--- src/rtl/instruction_fetch.sv ---
// rtl/instruction_fetch.sv - PC owner, 1-cycle imem requester and {pc, inst} prefetch FIFO
module instruction_fetch #(
   parameter int                    ADDR_WIDTH = 32,
   parameter logic [ADDR_WIDTH-1:0] RESET_PC   = '0,
   parameter int                    FIFO_DEPTH = 2
) (
   input  logic                  Clock,
   input  logic                  Reset,
   output logic                  imem_req,
   output logic [ADDR_WIDTH-1:0] imem_addr,
   input  logic [31:0]           imem_data,
   input  logic                  redirect,
   input  logic [ADDR_WIDTH-1:0] redirect_pc,
   output logic                  inst_valid,
   output logic [31:0]           inst,
   output logic [ADDR_WIDTH-1:0] inst_pc,
   input  logic                  inst_ready
);
   localparam int PW = $clog2(FIFO_DEPTH);
   localparam int CW = PW + 1;

   logic [ADDR_WIDTH-1:0] r_fifo_pc   [FIFO_DEPTH];
   logic [31:0]           r_fifo_inst [FIFO_DEPTH];
   logic [PW-1:0]         r_rd_ptr, r_wr_ptr;
   logic [CW-1:0]         r_count;
   logic [ADDR_WIDTH-1:0] r_fetch_pc, r_req_pc, r_inst_pc;
   logic [31:0]           r_inst;
   logic                  r_inflight;

   logic                  w_valid, w_pop, w_push, w_room, w_issue;
   logic [CW:0]           w_occ;
   logic [CW-1:0]         w_cnt_after_pop;
   logic [PW-1:0]         w_rd_ptr_nxt;
   logic                  w_unused_bits;

   assign w_valid         = (r_count != '0);
   assign w_pop           = w_valid & inst_ready & ~redirect;
   assign w_push          = r_inflight & ~redirect;
   assign w_occ           = {1'b0, r_count} + {{CW{1'b0}}, r_inflight};
   assign w_room          = (w_occ < (CW+1)'(FIFO_DEPTH));
   assign w_issue         = ~Reset & ~redirect & (w_room | w_pop);
   assign w_cnt_after_pop = w_pop ? r_count - CW'(1) : r_count;
   assign w_rd_ptr_nxt    = w_pop ? r_rd_ptr + PW'(1) : r_rd_ptr;
   assign w_unused_bits   = ^redirect_pc[1:0];

   assign imem_req   = w_issue;
   assign imem_addr  = r_fetch_pc;
   assign inst_valid = w_valid & ~Reset;
   assign inst       = r_inst;
   assign inst_pc    = r_inst_pc;

   always_ff @(posedge Clock) begin
      if (Reset) begin
         r_fetch_pc <= RESET_PC;
         r_req_pc   <= '0;
         r_inflight <= 1'b0;
         r_count    <= '0;
         r_rd_ptr   <= '0;
         r_wr_ptr   <= '0;
         r_inst     <= '0;
         r_inst_pc  <= '0;
         for (int i = 0; i < FIFO_DEPTH; i++) begin
            r_fifo_pc[i]   <= '0;
            r_fifo_inst[i] <= '0;
         end
      end else if (redirect) begin
         // wrong-path entries and the in-flight response are dropped; head fields hold
         r_fetch_pc <= {redirect_pc[ADDR_WIDTH-1:2], 2'b00};
         r_inflight <= 1'b0;
         r_count    <= '0;
         r_rd_ptr   <= '0;
         r_wr_ptr   <= '0;
      end else begin
         r_inflight <= w_issue;
         if (w_issue) begin
            r_req_pc   <= r_fetch_pc;
            r_fetch_pc <= r_fetch_pc + ADDR_WIDTH'(4);
         end
         if (w_push) begin
            r_fifo_pc[r_wr_ptr]   <= r_req_pc;
            r_fifo_inst[r_wr_ptr] <= imem_data;
            r_wr_ptr              <= r_wr_ptr + PW'(1);
         end
         r_rd_ptr <= w_rd_ptr_nxt;
         r_count  <= w_push ? w_cnt_after_pop + CW'(1) : w_cnt_after_pop;
         // head registers track the next head; a push into an empty FIFO bypasses storage
         if (w_cnt_after_pop != '0) begin
            r_inst    <= r_fifo_inst[w_rd_ptr_nxt];
            r_inst_pc <= r_fifo_pc[w_rd_ptr_nxt];
         end else if (w_push) begin
            r_inst    <= imem_data;
            r_inst_pc <= r_req_pc;
         end
      end
   end
endmodule
--- config.mk ---
export PLATFORM = sky130hd
export DESIGN_NAME = instruction_fetch
export DESIGN_NICKNAME = d
export VERILOG_FILES = /design/src/rtl/instruction_fetch.sv
export SDC_FILE = /design/constraint.sdc
export NUM_CORES = 1
export LEC_CHECK = 0
export ABC_AREA = 1
export CAP_MARGIN = 20
export CORE_MARGIN = 2
export CORE_UTILIZATION = 30
export DETAILED_ROUTE_END_ITERATION = 12
export GPL_TIMING_DRIVEN = 0
export HOLD_SLACK_MARGIN = 0.1
export SYNTH_ARGS = -nofsm -noshare
export SYNTH_HDL_FRONTEND = slang
export SYNTH_SLANG_ARGS = --single-unit
export TNS_END_PERCENT = 1
--- constraint.sdc ---
create_clock -name Clock -period 5.45 [get_ports Clock]
set_clock_uncertainty 0.1 [all_clocks]
set_input_delay 0.8175 -clock Clock [delete_from_list [all_inputs] [get_ports Clock]]
set_output_delay 0.8175 -clock Clock [all_outputs]
set_load 0.05 [all_outputs]
==> impl_metrics.env, run 1 <==
export IMPL_share_comb_of_total_power=0.139
export IMPL_global_route_overflow_total=0
export IMPL_pwr_share_seq=0.459
export IMPL_max_slew_margin_rel=0.381
export IMPL_cts_resized=0
export IMPL_floorplan_initialDensity=0.303
export IMPL_layout_drive_gt1_share=0.0642
export IMPL_wirelength_um=33800
export IMPL_most_used_dff_post_synth="dfxtp_1"
export IMPL_cts_root_buf="clkbuf_16"
export IMPL_place_congestion=0.872
export IMPL_post_cts_setup_buffer_count=0
export IMPL_port_buffer_count=158
export IMPL_path_cells="clkdlybuf4s50_1 -> clkbuf_1 -> clkbuf_1 -> nor2_1 -> clkdlybuf4s50_1"
export IMPL_synth_enable_flop_cells=124
export IMPL_sequential_to_total_area_share_from_yosys_stat=0.549
export IMPL_grt_antenna_before_repair=0
export IMPL_data_required_time_at_the_worst_endpoint_ns=4.53
export IMPL_area_growth_pct=27.6
export IMPL_cts_root_to_sink_buffers=3
export IMPL_async_flop_share=0
export IMPL_kind_of_cell_with_the_highest_combined_delay_on_the_critical_path="buffers and inverters"
export IMPL_tritoncts="built"
export IMPL_timing_critical_path_to_type="output port"
export IMPL_dr_pass1_iters=7
export IMPL_cts_sinks=251
export IMPL_layout_nets=1668
export IMPL_globalRouteTotalUtil=0.169
export IMPL_final_design_utilization=0.387
export IMPL_first_global_vias=9666
export IMPL_areal_power_density_over_the_cells_nw_per_um2=319
export IMPL_fp_dieArea_um2=39600
export IMPL_synth_area_per_cell_um2=8.12
export IMPL_detailed_place_hpwl_um=23600
export IMPL_outcome="complete, no violations"
export IMPL_switching_power_mw=1.27
export IMPL_timing_critical_path_from_type="primary input"
export IMPL_worst_skew_pair_latency_ns=0.56
export IMPL_cp_startpoint="Reset"
export IMPL_layout_commonest_cell="nand2_1"
export IMPL_slowest_stage="clkdlybuf4s50_1"
export IMPL_reg2reg_from="r_count[0]"
export IMPL_cts_inserted_buffers=29
export IMPL_max_freq_ghz=0.219
export IMPL_synth_distinct_cells=34
export IMPL_timing_hold_violations_final=0
export IMPL_row_count=71
export IMPL_cts_htree_levels=1
export IMPL_syn_area_um2=11400
export IMPL_final_max_slew_viol_count=0
export IMPL_yosysWarnings=0
export IMPL_drt_antenna_violating_nets=0
export IMPL_grt_setup_unrepaired="no"
export IMPL_final_critical_path_setup_slack_ns=0.878
export IMPL_post_route_period_util=0.839
export IMPL_grt_max_degree=63
export IMPL_synth_seq_cells=251
export IMPL_setup_total_negative_slack_ns=0
export IMPL_chipHeight_um=199
export IMPL_vias=10049
export IMPL_period_minus_slack_ns=4.57
export IMPL_finalSetupViolations=0
export IMPL_starting_drc_count_in_detailed_routing=822
export IMPL_timing_worst_setup_path_type="in2out"
export IMPL_placement_setup_worst_slack_ns=0.875
export IMPL_count_of_boundary_i_o_pins=166
export IMPL_highest_ir_drop_seen_on_vdd_v=0.000230
export IMPL_whs_ns=0.363
export IMPL_cpPeakStageDelay_ns=0.75
export IMPL_reg_clk_slew_reported_paths_ns=0.06
export IMPL_timing_critical_path_buf_inv=4
export IMPL_hold_path_startpoint="inst[23]"
export IMPL_floorplan_die_width_um=199
export IMPL_p_sw_frac=0.274
export IMPL_drt_vias_per_instance=4.72
export IMPL_internal_power_mw=3.37
export IMPL_core_outline_area_um2=37600
export IMPL_num_antenna_cells=0
export IMPL_post_route_drc=0
export IMPL_most_common_layout_cells="nand2_1 (329), nand3_1 (184), a21oi_1 (182), nor2_1 (170), clkdlybuf4s50_1 (158)"
export IMPL_hold_path_class="reg2reg"
export IMPL_grt_first_pass_wirelength_um=52400
export IMPL_clk_network_pwr_share=0.402
export IMPL_leakage_nw=5.35
export IMPL_worstPathArrival_ns=3.65
export IMPL_timing_critical_path_fanout_max=10
export IMPL_timing_max_cap_violations=0
export IMPL_wl_per_cell_um=15.9
export IMPL_tightestPinTransition_ns=0.928
export IMPL_synth_cells=1405
export IMPL_hold_fix_buffers_cts=0
[final cells by class]
cell class              count  area (um2)
clock inverters            18         143
clock buffers              36         762
fillers                  3870       23000
repair buffers            158        1580
well taps                 511         639
multi-input cells         943        4240
plain buffers              92         463
inverters                 122         460
flip-flops and latches    251        6270
[worst reg2reg max path: stages, from the launching register on]
cell,delay [ns]
dfxtp_1,0.36
inv_1,0.06
ha_1,0.20
inv_1,0.15
nand3_4,0.13
xor2_1,0.24
ha_1,0.18
buf_2,0.28
inv_2,0.18
o21ai_2,0.45
buf_4,0.33
buf_2,0.30
nand2_1,0.09
a21oi_1,0.15
[logic make-up after synthesis]
family,share of synthesized area
buffers and inverters,0.0810
AO/OA/AOI/OAI,0.102
XOR/XNOR,0.00538
adder cells (fa/ha/maj),0.00329
other,0.000329
flip-flops,0.549
AND/OR/NAND/NOR,0.258
[metal layers]
layer	wire length [um]	global-route usage	share of wire	vias to the layer above
li1	-	-	-	5001
met1	14900	0.225	0.44	4666
met2	15900	0.288	0.47	326
met3	2290	0.0254	0.068	56
met4	766	0.0420	0.023	0
met5	0	0	0	-
[flip-flops by register name, summed over array words and instances, names as in the netlist]
register,flops
r_rd_ptr,1
r_fifo_inst,64
imem_addr,30
r_wr_ptr,1
r_fifo_pc,60
r_req_pc,30
r_inflight,1
r_count,2
inst,32
inst_pc,30
[cells in the mapped netlist (4+ instances only)]
library cell,instances,area share
xor2_1,4,0.0031
a21oi_1,182,0.080
nand3_1,184,0.081
or2_2,4,0.0022
clkbuf_1,45,0.015
buf_1,8,0.0026
a22oi_1,4,0.0026
inv_1,119,0.039
o21bai_1,5,0.0033
nor2_1,170,0.056
nand2_2,4,0.0022
buf_2,23,0.010
edfxtp_1,124,0.33
dfxtp_1,127,0.22
buf_6,9,0.0089
buf_4,5,0.0033
o21ai_0,32,0.014
nand2_1,331,0.11
[power by group through the flow]
stage	Combinational (mW)	Sequential, mW	Clock [mW]
floorplan	0.278	2.29	0
global placement	0.644	2.17	0
detailed placement	0.650	2.17	0
CTS	0.653	2.13	1.90
global route	0.703	2.14	1.97
finish	0.648	2.13	1.86
[metrics by stage]
step	cell area (um2)	cells	total power, mW
after floorplan	11400	1408	2.57
after global placement	13600	2077	2.82
after detailed placement	13700	2077	2.82
after CTS	14600	2131	4.68
after global routing	14600	2131	4.82
final	14600	2131	4.64
[final timing paths]
check / end / depth (start not counted) / slack (ns)
min reg2reg: inst[23] / 2 / 0.36
max: inst_valid / 5 / 0.88
max reg2reg: inst_pc[18] / 13 / 2.18
min: inst[23] / 2 / 0.36
No activity file was read; power rests on OpenSTA's default activity.
==> run 2, diff against run 1 <==
- clock period: 5.45 -> 4.7 ns (I/O delays scaled with it)
==> results of run 2 <==
Same layout as run 1 (identical final DEF). Status: complete, no violations.
Among the figures that moved: setup slack after placement 0.875 ns -> 0.350 ns; setup slack after layout 0.878 ns -> 0.353 ns; register-to-register setup slack 2.18 ns -> 1.43 ns; total power 4.64 mW -> 5.39 mW; worst IR drop on VDD 0.000230 V -> 0.000266 V
